--- src/rtl/mult_pkg.sv ---
// -----------------------------------------------------------------------------
// mult_pkg
// Shared definitions for the round-robin multiplier scheduler.
//   state_t          : scheduler FSM states (IDLE, RUN, CAPT, RESP)
//   PROD_W / OPND_W  : product and operand widths of the shared multiplier
//   DEF_TIMEOUT_CYC  : default number of RUN cycles before a transaction aborts
//   is_zero_opnd()   : true when either operand is zero (zero-bypass decision)
// -----------------------------------------------------------------------------
package mult_pkg;

  typedef enum logic [1:0] {
    IDLE = 2'd0,
    RUN  = 2'd1,
    CAPT = 2'd2,
    RESP = 2'd3
  } state_t;

  localparam int PROD_W          = 64;
  localparam int OPND_W          = 32;
  localparam int DEF_TIMEOUT_CYC = 48;

  function automatic logic is_zero_opnd(input logic [OPND_W-1:0] a,
                                        input logic [OPND_W-1:0] b);
    return (a == '0) || (b == '0);
  endfunction

endpackage

--- src/rtl/rr_arbiter.sv ---
// -----------------------------------------------------------------------------
// rr_arbiter
// Combinational round-robin pick. Searches upward from i_ptr+1, wrapping
// modulo NREQ, and returns the first requester found.
// Ports:
//   i_req  [NREQ-1:0] : request vector
//   i_ptr  [IDW-1:0]  : index of the requester served last (lowest priority)
//   o_gnt  [NREQ-1:0] : one-hot grant (all zero when no request)
//   o_idx  [IDW-1:0]  : index of the granted requester
//   o_any             : at least one request present
// -----------------------------------------------------------------------------
module rr_arbiter #(
  parameter int NREQ = 4,
  parameter int IDW  = 2
) (
  input  logic [NREQ-1:0] i_req,
  input  logic [IDW-1:0]  i_ptr,
  output logic [NREQ-1:0] o_gnt,
  output logic [IDW-1:0]  o_idx,
  output logic            o_any
);

  // Priority distance of each requester from the pointer: 0 = ptr+1, the
  // highest priority, NREQ-1 = ptr itself. One extra bit holds j+NREQ-1-ptr,
  // which stays below 2*NREQ, so a single conditional subtract wraps it.
  logic [IDW:0]    w_dist [NREQ];
  logic [NREQ-1:0] w_gnt;
  logic [IDW-1:0]  w_idx;
  logic            w_any;

  always_comb begin
    for (int j = 0; j < NREQ; j++) begin
      w_dist[j] = (IDW+1)'(j + NREQ - 1) - {1'b0, i_ptr};
      if (w_dist[j] >= (IDW+1)'(NREQ)) begin
        w_dist[j] = w_dist[j] - (IDW+1)'(NREQ);
      end
    end
  end

  // Walk distances in priority order; all indices are loop constants so the
  // search flattens into a small priority network.
  always_comb begin
    w_gnt = '0;
    w_idx = '0;
    w_any = 1'b0;
    for (int d = 0; d < NREQ; d++) begin
      for (int j = 0; j < NREQ; j++) begin
        if (!w_any && i_req[j] && (w_dist[j] == (IDW+1)'(d))) begin
          w_any    = 1'b1;
          w_gnt[j] = 1'b1;
          w_idx    = IDW'(j);
        end
      end
    end
  end

  assign o_gnt = w_gnt;
  assign o_idx = w_idx;
  assign o_any = w_any;

endmodule

--- src/rtl/mult_rr_sched.sv ---
// -----------------------------------------------------------------------------
// mult_rr_sched
// Round-robin scheduler sharing one iterative signed 32x32 multiplier among
// NREQ requesters. Grants one requester at a time, drives the multiplier's
// level-held start/valid protocol, captures the 64-bit product and returns it
// with the requester ID on a valid/ready response port.
//
// Optional feature: define MULT_RR_ZERO_BYPASS_EN to answer transactions with
// a zero operand directly (product 0, one cycle after grant) without starting
// the multiplier. Undefined: zero operands go through the multiplier.
//
// Ports:
//   i_clock, i_reset     : clock (rising edge), async active-high reset
//   i_req_valid [NREQ]   : per-requester request, held until granted
//   o_req_ready [NREQ]   : one-hot grant pulse, operands taken this cycle
//   i_req_mlier/mcand    : packed operands, slice i = [32*i+31:32*i]
//   o_rsp_valid/i_rsp_ready : response handshake
//   o_rsp_id/prodt/err   : response requester index, product, timeout flag
//   o_mul_start          : level-held multiplier start
//   o_mul_mlier/mcand    : operands to multiplier, stable during RUN
//   i_mul_prodt/valid    : multiplier product and completion flag
//   o_busy               : scheduler not in IDLE
//
// state | meaning
// IDLE  | waiting for a request; grant issued combinationally
// RUN   | multiplier started, waiting for mul_valid or timeout
// CAPT  | one cycle for the multiplier to register its product
// RESP  | response presented, held until accepted
// -----------------------------------------------------------------------------
module mult_rr_sched
  import mult_pkg::*;
#(
  parameter int NREQ        = 4,
  parameter int IDW         = 2,
  parameter int TIMEOUT_CYC = DEF_TIMEOUT_CYC
) (
  input  logic                   i_clock,
  input  logic                   i_reset,
  input  logic [NREQ-1:0]        i_req_valid,
  output logic [NREQ-1:0]        o_req_ready,
  input  logic [NREQ*OPND_W-1:0] i_req_mlier,
  input  logic [NREQ*OPND_W-1:0] i_req_mcand,
  output logic                   o_rsp_valid,
  input  logic                   i_rsp_ready,
  output logic [IDW-1:0]         o_rsp_id,
  output logic [PROD_W-1:0]      o_rsp_prodt,
  output logic                   o_rsp_err,
  output logic                   o_mul_start,
  output logic [OPND_W-1:0]      o_mul_mlier,
  output logic [OPND_W-1:0]      o_mul_mcand,
  input  logic [PROD_W-1:0]      i_mul_prodt,
  input  logic                   i_mul_valid,
  output logic                   o_busy
);

  localparam int              CNT_W    = $clog2(TIMEOUT_CYC + 1);
  localparam logic [CNT_W-1:0] CNT_LAST = CNT_W'(TIMEOUT_CYC - 1);

  state_t              r_state;
  logic [IDW-1:0]      r_rr_ptr;
  logic [CNT_W-1:0]    r_cnt;
  logic                r_rsp_valid;
  logic [IDW-1:0]      r_rsp_id;
  logic [PROD_W-1:0]   r_rsp_prodt;
  logic                r_rsp_err;
  logic                r_mul_start;
  logic [OPND_W-1:0]   r_mul_mlier;
  logic [OPND_W-1:0]   r_mul_mcand;

  logic [NREQ-1:0]     w_gnt;
  logic [IDW-1:0]      w_idx;
  logic                w_any;
  logic [OPND_W-1:0]   w_sel_mlier;
  logic [OPND_W-1:0]   w_sel_mcand;

  rr_arbiter #(
    .NREQ (NREQ),
    .IDW  (IDW)
  ) u_arb (
    .i_req (i_req_valid),
    .i_ptr (r_rr_ptr),
    .o_gnt (w_gnt),
    .o_idx (w_idx),
    .o_any (w_any)
  );

  // One-hot operand mux driven by the arbiter grant.
  always_comb begin
    w_sel_mlier = '0;
    w_sel_mcand = '0;
    for (int i = 0; i < NREQ; i++) begin
      if (w_gnt[i]) begin
        w_sel_mlier = i_req_mlier[i*OPND_W +: OPND_W];
        w_sel_mcand = i_req_mcand[i*OPND_W +: OPND_W];
      end
    end
  end

`ifdef MULT_RR_ZERO_BYPASS_EN
  logic w_zero;
  assign w_zero = is_zero_opnd(w_sel_mlier, w_sel_mcand);
`endif

  always_ff @(posedge i_clock or posedge i_reset) begin
    if (i_reset) begin
      r_state     <= IDLE;
      r_rr_ptr    <= IDW'(NREQ - 1);
      r_cnt       <= '0;
      r_rsp_valid <= 1'b0;
      r_rsp_id    <= '0;
      r_rsp_prodt <= '0;
      r_rsp_err   <= 1'b0;
      r_mul_start <= 1'b0;
      r_mul_mlier <= '0;
      r_mul_mcand <= '0;
    end else begin
      case (r_state)
        IDLE: begin
          if (w_any) begin
            r_rr_ptr    <= w_idx;
            r_rsp_id    <= w_idx;
            r_mul_mlier <= w_sel_mlier;
            r_mul_mcand <= w_sel_mcand;
            r_cnt       <= '0;
`ifdef MULT_RR_ZERO_BYPASS_EN
            if (w_zero) begin
              r_state     <= RESP;
              r_rsp_valid <= 1'b1;
              r_rsp_prodt <= '0;
              r_rsp_err   <= 1'b0;
            end else begin
              r_state     <= RUN;
              r_mul_start <= 1'b1;
            end
`else
            r_state     <= RUN;
            r_mul_start <= 1'b1;
`endif
          end
        end

        RUN: begin
          r_cnt <= r_cnt + CNT_W'(1);
          // Completion wins over a timeout landing on the same cycle.
          if (i_mul_valid) begin
            r_state <= CAPT;
          end else if (r_cnt == CNT_LAST) begin
            r_state     <= RESP;
            r_mul_start <= 1'b0;
            r_rsp_valid <= 1'b1;
            r_rsp_prodt <= '0;
            r_rsp_err   <= 1'b1;
          end
        end

        // The multiplier's product register lags valid by one cycle, so
        // start stays high here and the product is taken at the end.
        CAPT: begin
          r_state     <= RESP;
          r_mul_start <= 1'b0;
          r_rsp_valid <= 1'b1;
          r_rsp_prodt <= i_mul_prodt;
          r_rsp_err   <= 1'b0;
        end

        RESP: begin
          if (i_rsp_ready) begin
            r_rsp_valid <= 1'b0;
            r_state     <= IDLE;
          end
        end

        default: begin
          r_state     <= IDLE;
          r_mul_start <= 1'b0;
          r_rsp_valid <= 1'b0;
        end
      endcase
    end
  end

  // Grant is only offered in IDLE; it lands on the same edge that loads the
  // operand registers and the round-robin pointer.
  assign o_req_ready = (r_state == IDLE) ? w_gnt : '0;
  assign o_rsp_valid = r_rsp_valid;
  assign o_rsp_id    = r_rsp_id;
  assign o_rsp_prodt = r_rsp_prodt;
  assign o_rsp_err   = r_rsp_err;
  assign o_mul_start = r_mul_start;
  assign o_mul_mlier = r_mul_mlier;
  assign o_mul_mcand = r_mul_mcand;
  assign o_busy      = (r_state != IDLE);

endmodule

--- config.mk ---
export PLATFORM = sky130hd
export DESIGN_NAME = mult_rr_sched
export DESIGN_NICKNAME = d
export VERILOG_FILES = /design/src/rtl/mult_pkg.sv /design/src/rtl/rr_arbiter.sv /design/src/rtl/mult_rr_sched.sv
export SDC_FILE = /design/constraint.sdc
export NUM_CORES = 1
export LEC_CHECK = 0
export CAP_MARGIN = 20
export CORE_AREA = 2 2 179 181
export CTS_BUF_LIST = sky130_fd_sc_hd__clkbuf_8
export CTS_CLUSTER_DIAMETER = 50
export DETAILED_ROUTE_END_ITERATION = 10
export DIE_AREA = 0 0 181 183
export HOLD_SLACK_MARGIN = 0.06
export PLACE_DENSITY_LB_ADDON = 0.2
export SLEW_MARGIN = 20
export SYNTH_ARGS = -nofsm -noshare
export SYNTH_HDL_FRONTEND = slang
export SYNTH_SLANG_ARGS = --single-unit
export TNS_END_PERCENT = 100
--- constraint.sdc ---
create_clock -name i_clock -period 6.4 [get_ports i_clock]
set_input_delay 1.28 -clock i_clock [delete_from_list [all_inputs] [get_ports i_clock]]
set_output_delay 1.28 -clock i_clock [all_outputs]
set_load 0.005 [all_outputs]
==> summary.txt <==
Logic synthesis
  – Register area share after synthesis: a little over two fifths
  – Synthesized area per cell: 8.52 um^2
  – Synth Register Bits: about 140
  – Post-synth EDFFs: 0
  – Post-Syn Nets: approximately 1300
  – Yosys cell types: 40
  – Synthesized area: 8170 um^2
  – Synth Instances: around 960
  – Yosys warns: 0
  – Synth Flop Type: dfrtp_1
  – Asr flop ratio synth: 100%

GRT
  – First-pass GRT wire length: 49.5 mm
  – Largest net degree at the start of global routing: 131
  – Total global routing track utilization: 19.4%
  – Vias in the first global route: 8500
  – Total grt overflow: 0
  – Antenna violations before repair: 3

Clock tree
  – Clk_lat worst skew: 0.45 ns
  – Clock buffer depth: 2
  – Num CTS Buffers: 17
  – Reg clk slew, reported paths: 0.08 ns
  – Root Driver: clkbuf_8
  – Hold Buf Count CTS: 0
  – H-tree Lvls: 4
  – CTS resizes: 0
  – CTS tree: done
  – Post-CTS setup buffer count: 0
  – CTS sink count: 143

Timing
  – Worst Skew: around 0.020 ns
  – Setup TNS: 0 ns
  – Worst hold slack: approximately 0.48 ns
  – Slew Limit Headroom: roughly a third
  – Slew Limit Fails: 0
  – Final hold vios: 0
  – Final setup viols: 0
  – RSZ-0062 raised after global routing: false
  – Peak Freq: 0.220 GHz
  – Final period utilization: 71.0%
  – Post-route setup slack: about 1.9 ns
  – Slew @ Worst Pin: slightly below 1 ns
  – Tmin final: 4.54 ns

Pwr
  – VDD IR max: 0.209 mV
  – Leak pwr: 5.22 nW
  – Total power: 5.42 mW
  – Power Density: 408 nW/um^2

Setup path
  – Maximum fanout along the worst path: 22
  – Setup crit start kind: primary input
  – CP arrival: 3.26 ns
  – WS Path Type: primary input to output pin
  – Req. time, crit path: 5.12 ns
  – Crit path capture type: output pin

Run status
  – Outcome: complete, no violations

Finish
  – Layout cells sized above 1: around 8.0%
  – Fin cells: between 1500 and 2000
  – Core Util, Final: between 40 and 50%
  – Area growth syn-to-layout: 62.6%
  – Layout Nets: 1701
  – Final instance area: 13300 um^2

Drt
  – DR vias/cell: 4.72
  – DRC: 0
  – Final wirelength: roughly 33 mm
  – First-pass DRT Iterations: 4
  – Initial drt markers: 448
  – ANT nets after route: 0
  – Detailed-route via count: 8412
  – WL/cell: 18.5 um

Floorplanning
  – # rows: 65
  – Die area: about 33000 um^2
  – Die Y: approximately 180 um
  – Starting density of the core: 26.1%
  – Core ar.: 31200 um^2
  – Die W: between 150 and 200 um
  – Num ports: 466

Place
  – Final HPWL DP: approximately 24 mm
  – GPL Wtd Cong: around 0.82
  – Port buffer count: 465
  – Place WS: 1.83 ns
  – Placed Cells: 1750
  – Cell area after placement: between 10000 and 15000 um^2

Job
  – Max Cap Viol: 0

Min path
  – Min-delay worst type: flop to flop
## kinds of logic (layout without fill, tap and decap cells)
family	after synthesis	after routing	share of synthesized area, %
flip-flops	143	143	43.9
AO/OA/AOI/OAI	288	288	26.4
adder cells (fa/ha/maj)	6	6	0.919
other	0	2	0
AND/OR/NAND/NOR	355	355	17.9
XOR/XNOR	3	3	0.322
buffers and inverters	160	581	10.2
multiplexers	3	3	0.383
## routing by layer
metal | track usage, % | vias to the layer above | routed length [um]
met4 | 6.89 | 2 | 957
li1 | - | 4147 | -
met3 | 6.79 | 38 | 2770
met1 | 22.6 | 3908 | 13500
met5 | 0 | - | 12
met2 | 33.2 | 317 | 15700
## cells in the final DEF, fill, tap and decap left out, types with 3 or more instances in the layout
cell | netlist | layout
nor2_1 | 72 | 72
clkinv_4 | 0 | 4
o21ai_1 | 65 | 65
clkinv_2 | 0 | 4
dfrtp_1 | 141 | 141
o221ai_1 | 15 | 15
o221ai_2 | 50 | 50
inv_1 | 72 | 71
nand3_1 | 67 | 67
nand2_1 | 204 | 203
nand2b_1 | 5 | 5
buf_4 | 6 | 13
a31oi_1 | 64 | 64
xnor2_1 | 3 | 3
o21ai_0 | 73 | 73
inv_6 | 0 | 3
clkbuf_8 | 0 | 19
clkdlybuf4s50_1 | 0 | 464
ha_1 | 6 | 5
## worst max-delay path, cell delays in order
cell	delay (ns)
clkdlybuf4s50_1	0.70
nand2b_1	0.16
a21oi_4	0.16
buf_4	0.38
nor2_1	0.10
clkdlybuf4s50_1	0.46
## state kept, by name, summed over array words and instances (netlist names)
register / cells
o_rsp_prodt: 64
o_mul_mcand: 32
o_mul_mlier: 32
r_cnt: 6
o_rsp_id: 2
r_rr_ptr: 2
r_state: 2
o_mul_start: 1
o_rsp_err: 1
o_rsp_valid: 1
## synth_stat cells (3+ instances only)
master,instances,area share (%)
buf_2,29,1.8
o21ai_0,73,4.5
buf_4,6,0.55
nor2_1,72,3.3
clkbuf_1,30,1.4
ha_1,6,0.92
a31oi_1,64,4.9
xnor2_1,3,0.32
nand2b_1,5,0.38
o21ai_1,65,4.0
o221ai_1,15,1.6
dfrtp_1,141,43
nand2_1,204,9.4
nand3_1,67,4.1
a21oi_1,3,0.18
buf_6,23,3.2
o221ai_2,50,9.2
inv_1,72,3.3
## worst paths after layout
check,slack [ns],startpoint,cells after the start,endpoint
worst min register to register,0.48,o_rsp_prodt[22],2,o_rsp_prodt[22]
max in group asynchronous,3.64,i_reset,3,o_mul_mcand[19]
worst max-delay path,1.86,i_req_valid[1],6,o_req_ready[0]
worst min-delay path,0.48,o_rsp_prodt[22],2,o_rsp_prodt[22]
min in group asynchronous,1.31,i_reset,2,o_mul_mcand[18]
worst max register to register,3.20,r_rr_ptr[1],7,o_mul_mlier[27]
## area by class of cell
type	instances	area [um^2]
Inverter	72	275
Tap cell	402	503
Clock buffer	19	262
Clock inverter	12	87.6
Timing Repair Buffer	478	4750
Fill cell	3191	18000
Multi-Input combinational cell	655	3820
Sequential cell	143	3580
Antenna cell	2	5.00
## where the power goes
part	total [mW]	internal (mW)	switching (mW)
clock	0.681	0.289	0.392
combinational	3.11	1.49	1.62
sequential	1.63	1.37	0.260
total	5.42	3.15	2.27
Note: power is estimated with default switching activity, not from simulation.
